`src/rtl/idli_pkg.sv`:
```
// idli_pkg: shared types and constants for the idli core.
package idli_pkg;
  typedef logic [3:0] sqi_data_t;
  typedef enum logic [2:0] {IDLE, CAPT, CMD, ADDR, DUMMY, RDATA, WDATA} sqi_state_t;
  localparam logic [7:0] SQI_CMD_READ  = 8'h03;
  localparam logic [7:0] SQI_CMD_WRITE = 8'h02;
endpackage

```
`src/rtl/idli_sqi_addr_m.sv`:
```
// idli_sqi_addr_m: 16-bit address register, shifts in low nibble first, out high nibble first.
module idli_sqi_addr_m import idli_pkg::*; (
  input  logic      clk,
  input  logic      rst,
  input  logic      capture,
  input  logic      shift,
  input  sqi_data_t nib_i,
  output sqi_data_t nib_o
);
  logic [15:0] addr_q, addr_d;
  always_comb addr_d = capture ? {nib_i, addr_q[15:4]} : shift ? {addr_q[11:0], 4'h0} : addr_q;
  always_ff @(posedge clk) begin
    if (rst) addr_q <= '0;
    else addr_q <= addr_d;
  end
  assign nib_o = addr_q[15:12];
endmodule

```
`src/rtl/idli_sqi_m.sv`:
```
// idli_sqi_m: SQI controller for a quad-SPI serial SRAM in sequential mode.
// Outputs are registered from the next-state view, so each output reflects the state it is shown in.
module idli_sqi_m import idli_pkg::*; #(
  parameter int DUMMY_CYCLES = 2
) (
  input  logic      i_sqi_gck,
  input  logic      i_sqi_rst,
  input  logic      i_sqi_req,
  input  logic      i_sqi_wr,
  input  sqi_data_t i_sqi_addr,
  input  logic      i_sqi_stop,
  input  sqi_data_t i_sqi_wr_data,
  output logic      o_sqi_wr_rdy,
  output sqi_data_t o_sqi_rd_data,
  output logic      o_sqi_rd_vld,
  output logic      o_sqi_busy,
  output logic      o_sqi_cs_n,
  output logic      o_sqi_sck_en,
  output sqi_data_t o_sqi_sio_o,
  output logic      o_sqi_sio_oe,
  input  sqi_data_t i_sqi_sio_i
);
  sqi_state_t state_q, state_d;
  logic [3:0] phase_q, phase_d;
  logic       wr_q, wr_d, last_q, last_d, fin, on_bus;
  logic       wr_rdy_q, wr_rdy_d, rd_vld_q, rd_vld_d, busy_q, busy_d;
  logic       cs_n_q, cs_n_d, sck_en_q, sck_en_d, oe_q, oe_d;
  sqi_data_t  rd_data_q, rd_data_d, sio_o_q, sio_o_d, addr_nib;
  logic [7:0] cmd;

  idli_sqi_addr_m u_addr (
    .clk     (i_sqi_gck),
    .rst     (i_sqi_rst),
    .capture ((state_q == IDLE && i_sqi_req) || state_q == CAPT),
    .shift   (state_d == ADDR),
    .nib_i   (i_sqi_addr),
    .nib_o   (addr_nib)
  );

  always_comb begin
    state_d = state_q;
    fin = wr_rdy_q && i_sqi_stop;
    case (state_q)
      IDLE:    if (i_sqi_req) state_d = CAPT;
      CAPT:    if (phase_q == 4'd2) state_d = CMD;
      CMD:     if (phase_q == 4'd1) state_d = ADDR;
      ADDR:    if (phase_q == 4'd3) state_d = wr_q ? WDATA : (DUMMY_CYCLES == 0 ? RDATA : DUMMY);
      DUMMY:   if (phase_q == 4'(DUMMY_CYCLES - 1)) state_d = RDATA;
      RDATA:   if (i_sqi_stop) state_d = IDLE;
      WDATA:   if (last_q) state_d = IDLE;
      default: state_d = IDLE;
    endcase
    phase_d = state_d == state_q ? phase_q + 4'd1 : 4'd0;
    wr_d = (state_q == IDLE && i_sqi_req) ? i_sqi_wr : wr_q;
    cmd = wr_q ? SQI_CMD_WRITE : SQI_CMD_READ;
    on_bus = state_d inside {CMD, ADDR, DUMMY, RDATA, WDATA};
    cs_n_d = !on_bus;
    sck_en_d = on_bus;
    oe_d = state_d inside {CMD, ADDR, WDATA};
    busy_d = state_d != IDLE;
    last_d = fin;
    wr_rdy_d = !fin && ((state_d == ADDR && phase_d == 4'd3 && wr_q) || state_d == WDATA);
    sio_o_d = state_d == CMD ? (phase_d == 4'd0 ? cmd[7:4] : cmd[3:0]) :
              state_d == ADDR ? addr_nib :
              state_d == WDATA ? (wr_rdy_q ? i_sqi_wr_data : sio_o_q) : 4'h0;
    rd_vld_d = state_q == RDATA;
    rd_data_d = state_q == RDATA ? i_sqi_sio_i : rd_data_q;
  end

  always_ff @(posedge i_sqi_gck) begin
    if (i_sqi_rst) begin
      state_q   <= IDLE;
      phase_q   <= '0;
      wr_q      <= 1'b0;
      last_q    <= 1'b0;
      wr_rdy_q  <= 1'b0;
      rd_vld_q  <= 1'b0;
      busy_q    <= 1'b0;
      cs_n_q    <= 1'b1;
      sck_en_q  <= 1'b0;
      oe_q      <= 1'b0;
      sio_o_q   <= '0;
      rd_data_q <= '0;
    end else begin
      state_q   <= state_d;
      phase_q   <= phase_d;
      wr_q      <= wr_d;
      last_q    <= last_d;
      wr_rdy_q  <= wr_rdy_d;
      rd_vld_q  <= rd_vld_d;
      busy_q    <= busy_d;
      cs_n_q    <= cs_n_d;
      sck_en_q  <= sck_en_d;
      oe_q      <= oe_d;
      sio_o_q   <= sio_o_d;
      rd_data_q <= rd_data_d;
    end
  end

  assign o_sqi_wr_rdy  = wr_rdy_q;
  assign o_sqi_rd_data = rd_data_q;
  assign o_sqi_rd_vld  = rd_vld_q;
  assign o_sqi_busy    = busy_q;
  assign o_sqi_cs_n    = cs_n_q;
  assign o_sqi_sck_en  = sck_en_q;
  assign o_sqi_sio_o   = sio_o_q;
  assign o_sqi_sio_oe  = oe_q;
endmodule

```
`config.mk`:
```
export PLATFORM = sky130hd
export DESIGN_NAME = idli_sqi_m
export DESIGN_NICKNAME = d
export VERILOG_FILES = /design/src/rtl/idli_pkg.sv /design/src/rtl/idli_sqi_addr_m.sv /design/src/rtl/idli_sqi_m.sv
export SDC_FILE = /design/constraint.sdc
export NUM_CORES = 1
export LEC_CHECK = 0
export ABC_CLOCK_PERIOD_IN_PS = 2700
export CORE_MARGIN = 2
export CORE_UTILIZATION = 55
export CTS_BUF_LIST = sky130_fd_sc_hd__clkbuf_8
export DETAILED_ROUTE_END_ITERATION = 12
export DONT_BUFFER_PORTS = 1
export GPL_ROUTABILITY_DRIVEN = 0
export PLACE_DENSITY = 0.77
export SYNTH_ARGS = -nofsm -noshare
export SYNTH_HDL_FRONTEND = slang
export SYNTH_SLANG_ARGS = --single-unit
```
`constraint.sdc`:
```
create_clock -name i_sqi_gck -period 2.7 [get_ports i_sqi_gck]
set_input_delay 0.54 -clock i_sqi_gck [delete_from_list [all_inputs] [get_ports i_sqi_gck]]
set_output_delay 0.54 -clock i_sqi_gck [all_outputs]
set_load 0.1 [all_outputs]
```
==> impl_results.md, run 1 <==
* Die area at slightly below 4000 sq um
* Pleak at 0.766 nW
* Synth Area in Compound Gates at 0.270
* Slew headroom at 0.352
* Maximum vdd drop at 306 uV
* Area growth, synth to finish at 9.57%
* Core outline area at around 3300 sq um
* Critical Path RT at 2910 ps
* Max Freq at between 0.4 and 0.5 GHz
* Final nets at about 240
* Finished Layout Cells at approximately 270
* Area contributors post-synth: dfxtp_1, nor2_1, a31oi_1, a211oi_1, o21ai_0
* ANT nets after route at 0
* Vias in the first global route at around 1.6k
* I/O Buffers at 0
* DR vias/cell at roughly 6.3
* Setup crit end kind: flip-flop
* Number of setup buffers added after CTS at 0
* Post-synthesis sequential area ratio at 0.412
* Most frequent cells in the layout: dfxtp_1, nor2_1, a31oi_1
* Total CTS buffers at 5
* Final Power at about 0.0013 W
* Post-Synth XOR/XNOR Area at 0.0231
* Cell Pwr Density at 648 nW/um^2
* Cts-stage hold buffer count at 0
* PostCTS Resize Cnt at 0
* Synth Flop Type: dfxtp_1
* Post-Syn Instances at around 220
* Sink Count at 39
* Worst Setup Path Type: flip-flop to flip-flop
* Placed Instances at 260
* Area share of fa/ha/maj cells after synthesis at 0.0264
* Setup Skew at 11.6 ps
* Via count at ~1.7k
* Initial Util at 0.573
* Final setup fails at 0
* 1st-iter DRT viols at about 120
* Final TNS setup at 0 ps
* Period utilisation layout at 0.874
* Cell variety after synth at between 40 and 50
* Slew at the pin closest to its max-slew limit at 970 ps
* Root Driver: clkbuf_8
* Layout cells sized above 1 at 0.140
* GRT overflow at 0
* Status: complete, no violations
* Hpwl dp at about 3 mm
* Post-synth ARST share at 0
* M1 GR Usage at 0.277
* EDFF count, synth at 0
* Multiplexer share of the synthesized area at 0.0495
* CTS tree: done
* Cell taking the most area after synthesis: dfxtp_1
* Largest family of logic cells by synthesized area: compound AO/OA/AOI/OAI gates
* M2 GR Usage at 0.399
* Startpoint types: flip-flop
* First-pass GRT wire length at 7.36 mm
* H-Tree Depth at 2
* Largest net degree at the start of global routing at 33
* WL/cell at around 16 microns
* GR Util met3 at 0.0757
* Top-Level Pins at 31
* DRC errors left at 0
* Commonest non-fill, non-tap cell in the layout: dfxtp_1
* Critical Path AT at 2570 ps
* Die width at ~63 microns
* Clock-pin slew on the worst setup and hold paths at around 80 ps
* Fillers at roughly 290
* Initial antenna violation count at 0
* Later-pin clock latency in the skew report at just under 300 ps
* Synth Area in Simple Gates at 0.165
* Slew Viols, Final at 0
* GR peak layer: met2
* Reg2Reg Setup Slack at about 340 ps
* Clk buf depth at 2
* Final Hold Viols at 0
* Top cell type's share of synthesized area at 0.412
* Hold Crit Class: primary input to flip-flop
* Syn nets at about 240
* RSZ-0062 raised after global routing: no
* Synth Register Bits at 39
* Total track usage at 0.234
* CP Max Fanout at 20
* Die height at approximately 63 microns
* Routed WL at about 4.2 mm
* Post-Syn Area per Cell at between 8 and 9 sq um
* DRT Pass-1 Iters at 4
* Hold_ws at around 310 ps
* Std cell rows at 21
* Tmin final at 2360 ps
* YS warnings at 0
* Mapped Area at approximately 1900 sq um
* Ant diodes at 0
* Max-Cap Viols at 0
cell usage after synthesis, types with 2 or more instances:
library cell   n
or4b_1         3
nor3_1         2
mux2_2         3
nand3_1        2
o211ai_1       5
buf_6          2
a211oi_1      12
a21oi_1       11
inv_1          5
nand3b_1       2
nand2b_1       3
nand2_1       15
buf_2          4
o21a_1         3
dfxtp_1       39
a211oi_2       2
ha_1           4
o21ai_0       15
xnor2_1        3
mux2i_1        6
xor2_1         2
a31oi_1       16
nor2_1        32
clkbuf_1       8
flip-flops by register name, indices dropped and copies added (netlist names):
signal         flops
o_sqi_cs_n         1
wr_q               1
u_addr.addr_q     16
o_sqi_sio_oe       1
o_sqi_sio_o        4
o_sqi_busy         1
o_sqi_rd_data      4
o_sqi_rd_vld       1
phase_q            4
state_q            3
last_q             1
o_sqi_wr_rdy       1
o_sqi_sck_en       1
where the power goes:
group,switching [W],internal (W)
Combinational,0.000117,0.0000770
Clock,0.000199,0.000299
Sequential,0.0000462,0.000607
path summary, 6_finish.rpt:
check              startpoint                to  cells after the start
max                phase_q[2]  u_addr.addr_q[8]                      7
min                 i_sqi_rst      o_sqi_sio_oe                      1
max reg2reg        phase_q[2]  u_addr.addr_q[8]                      7
min reg2reg  u_addr.addr_q[4]  u_addr.addr_q[0]                      2
logic make-up (layout without fill, tap and decap cells):
family | after synthesis | in the layout
AO/OA/AOI/OAI | 75 | 75
XOR/XNOR | 5 | 5
AND/OR/NAND/NOR | 65 | 65
multiplexers | 9 | 9
flip-flops | 39 | 39
adder cells (fa/ha/maj) | 4 | 4
buffers and inverters | 21 | 25
cell type report:
class,count,area (sq um),share of cell area
well taps,46,57.6,0.0277
repair buffers,12,90.1,0.0434
flip-flops and latches,39,781,0.376
clock inverters,2,35.0,0.0169
inverters,5,18.8,0.00904
multi-input cells,158,1010,0.487
clock buffers,6,82.6,0.0398
layer usage:
layer | wire length, microns | part of all wire
met5 | 0 | 0
met1 | 1730 | 0.41
met4 | 66 | 0.016
met3 | 328 | 0.077
met2 | 2120 | 0.50
critical path: stages, from the launching register on:
cell and delay (ps):
dfxtp_1 390, or3b_4 450, or4b_1 490, and2_4 220, inv_1 140, buf_4 210, a31oi_1 110, a211oi_1 270
metrics by stage:
| stage | area, sq um | setup slack [ps] | util |
|---|---|---|---|
| 2_1_floorplan | 1900 | 369 | - |
| 3_3_place_gp | 1960 | 446 | 0.592 |
| 3_5_place_dp | 1960 | 382 | 0.592 |
| 4_1_cts | 2080 | 349 | 0.627 |
| 5_1_grt | 2080 | 152 | 0.627 |
| 6_report | 2080 | 340 | 0.627 |
Note: power is estimated with default switching activity, not from simulation.
==> run 2, diff against run 1 <==
--- a/config.mk
+++ b/config.mk
@@ -12,6 +12,7 @@
 export DETAILED_ROUTE_END_ITERATION = 12
 export DONT_BUFFER_PORTS = 1
 export GPL_ROUTABILITY_DRIVEN = 0
+export GPL_TIMING_DRIVEN = 0
 export PLACE_DENSITY = 0.77
 export SYNTH_ARGS = -nofsm -noshare
 export SYNTH_HDL_FRONTEND = slang
==> impl_results.md, run 2 (same netlist as run 1, synthesis figures left out) <==
* Final Power at 0.00135 W (+0.60%)
* Via count at 1691 (+0.42%)
* Later-pin clock latency in the skew report at 300 ps (about the same)
* Cts-stage hold buffer count at 0 (unchanged)
* Tmin final at 2570 ps (+209 ps)
* First-pass GRT wire length at 7.60 mm (+3.3%)
* Max-Cap Viols at 0 (unchanged)
* Final TNS setup at 0 ps (unchanged)
* RSZ-0062 raised after global routing: no
* Worst Setup Path Type: flip-flop to flip-flop
* Final setup fails at 0 (unchanged)
* Routed WL at 4.61 mm (+8.6%)
* GRT overflow at 0 (unchanged)
* R2R Path End: o_sqi_sio_o[1]
* Period utilisation layout at 0.951 (+0.0775)
* Layout cells sized above 1 at 0.139 (-0.000509)
* CP Max Fanout at 7 (-65%)
* Final Hold Viols at 0 (unchanged)
* Reg2Reg Setup Slack at 130 ps (-210 ps)
* DRT Pass-1 Iters at 4 (unchanged)
* Die area at 3930 sq um (unchanged)
* Critical Path AT at 2740 ps (+170 ps)
* Final nets at 250 (+3.3%)
* Max reg flops at 16 (unchanged)
* I/O Buffers at 0 (unchanged)
* DR vias/cell at 6.13 (-2.5%)
* CTS tree: done
* Max Freq at 0.389 GHz (-8.1%)
* Cell Pwr Density at 636 nW/um^2 (-1.8%)
* Largest net degree at the start of global routing at 14 (-58%)
* Max Used Layer: met4
* Core outline area at 3310 sq um (unchanged)
* Std cell rows at 21 (unchanged)
* Hpwl dp at 3.00 mm (-0.29%)
* Area growth, synth to finish at 12.2%
* Hold depth at 1 (unchanged)
* Slew headroom at 0.192 (-0.161)
* WL met1 at 1.96 mm (+13%)
* 1st-iter DRT viols at 124 (+1.6%)
* H-Tree Depth at 2 (unchanged)
* WL/cell at 16.7 microns (+5.4%)
* ANT nets after route at 0 (unchanged)
* Sink Count at 39 (unchanged)
* Commonest non-fill, non-tap cell in the layout: dfxtp_1
* Die width at 62.7 microns (unchanged)
* Reg2Reg Depth at 7 (unchanged)
* Hold_ws at 320 ps (+12.4 ps)
* Vias in the first global route at 1633 (+1.6%)
* DRC errors left at 0 (unchanged)
* Pleak at 0.772 nW (+0.84%)
* Initial Util at 0.573 (unchanged)
* Layout Utilization at 0.642 (+0.0151)
* Root Driver: clkbuf_8
* Startpoint types: flip-flop
* Top-Level Pins at 31 (unchanged)
* Maximum vdd drop at 250 uV (-18%)
* Die height at 62.7 microns (unchanged)
* Clock-pin slew on the worst setup and hold paths at 80 ps (about the same)
* Ant diodes at 0 (unchanged)
* Met3 WL at 373 microns (+14%)
* Setup crit end kind: flip-flop
* Hold EP: o_sqi_sio_o[1]
* Setup Skew at 5.91 ps (-5.71 ps)
* Total track usage at 0.248 (+0.0139)
* Clk buf depth at 2 (unchanged)
* R2R Path Start: phase_q[1]
* Hold Crit Class: primary input to flip-flop
* WL met2 at 2.20 mm (+3.7%)
* Critical Path RT at 2870 ps (-40 ps)
* Placed Instances at 264 (+1.5%)
* Finished Layout Cells at 276 (+3.0%)
* Most frequent cells in the layout: dfxtp_1, nor2_1, a31oi_1
* Slew Viols, Final at 0 (unchanged)
* Worst Hold Launch: i_sqi_rst
* Top reg by flops: u_addr.addr_q
* Slew at the pin closest to its max-slew limit at 1210 ps (+241 ps)
* Total CTS buffers at 5 (unchanged)
* Status: complete, no violations
* Initial antenna violation count at 0 (unchanged)
run 2: cell count changes in the layout (fill, tap and decap cells not counted), moves of 2 or more:
cell      change
a211oi_2      -2
clkbuf_1      +7
buf_6         +2
buf_4         -7
a211oi_4      +2
buf_2         +3
run 2: worst max-delay path by stage:
stage,to,start,depth (start not counted)
2_1_floorplan,o_sqi_wr_rdy,phase_q[0],6
4_1_cts,u_addr.addr_q[15],phase_q[0],7
3_5_place_dp,u_addr.addr_q[15],phase_q[0],8
5_1_grt,o_sqi_wr_rdy,phase_q[0],7
6_report,o_sqi_sio_o[1],phase_q[1],7
3_3_place_gp,u_addr.addr_q[6],phase_q[0],8
run 2: worst max-delay path: stages (launching register included):
cell and delay (ps):
dfxtp_1 440, ha_1 180, clkbuf_1 280, mux2i_1 190, o311a_1 400, nor4_1 370, a222oi_1 170, a2111oi_1 430
run 2: area by class of cell:
type,instances,area [sq um]
well taps,46,57.6
inverters,5,18.8
fillers,271,1180
clock buffers,5,68.8
multi-input cells,158,1040
clock inverters,3,43.8
repair buffers,4,30.0
flip-flops and latches,39,782
plain buffers,16,87.6
run 2: per-stage QoR:
step | setup WS (ps) | cell area (sq um)
6_report | 131 | 2130
3_5_place_dp | -85.8 | 1950
3_3_place_gp | -91.9 | 1950
5_1_grt | 3.13 | 2130
2_1_floorplan | 369 | 1900
4_1_cts | -4.89 | 2070
run 2: repair_timing:
action | 4_1_cts | 5_1_grt
pin swaps | 1 | 1
endpoints found under the setup margin | 10 | 20
resized for setup | 0 | 9
endpoints found under the hold margin | 0 | 0
setup buffers | 1 | 3
run 2: power by group:
group	switching [W]	leakage [nW]	internal [W]
combinational	0.000126	0.395	0.0000775
clock	0.000216	0.0581	0.000275
sequential	0.0000515	0.319	0.000607
total	0.000394	0.772	0.000960
run 2: per-layer routing:
metal / GRT usage / vias up
li1: - / 817
met1: 0.312 / 795
met2: 0.398 / 69
met3: 0.0703 / 10
met4: 0.106 / 0
met5: 0 / -
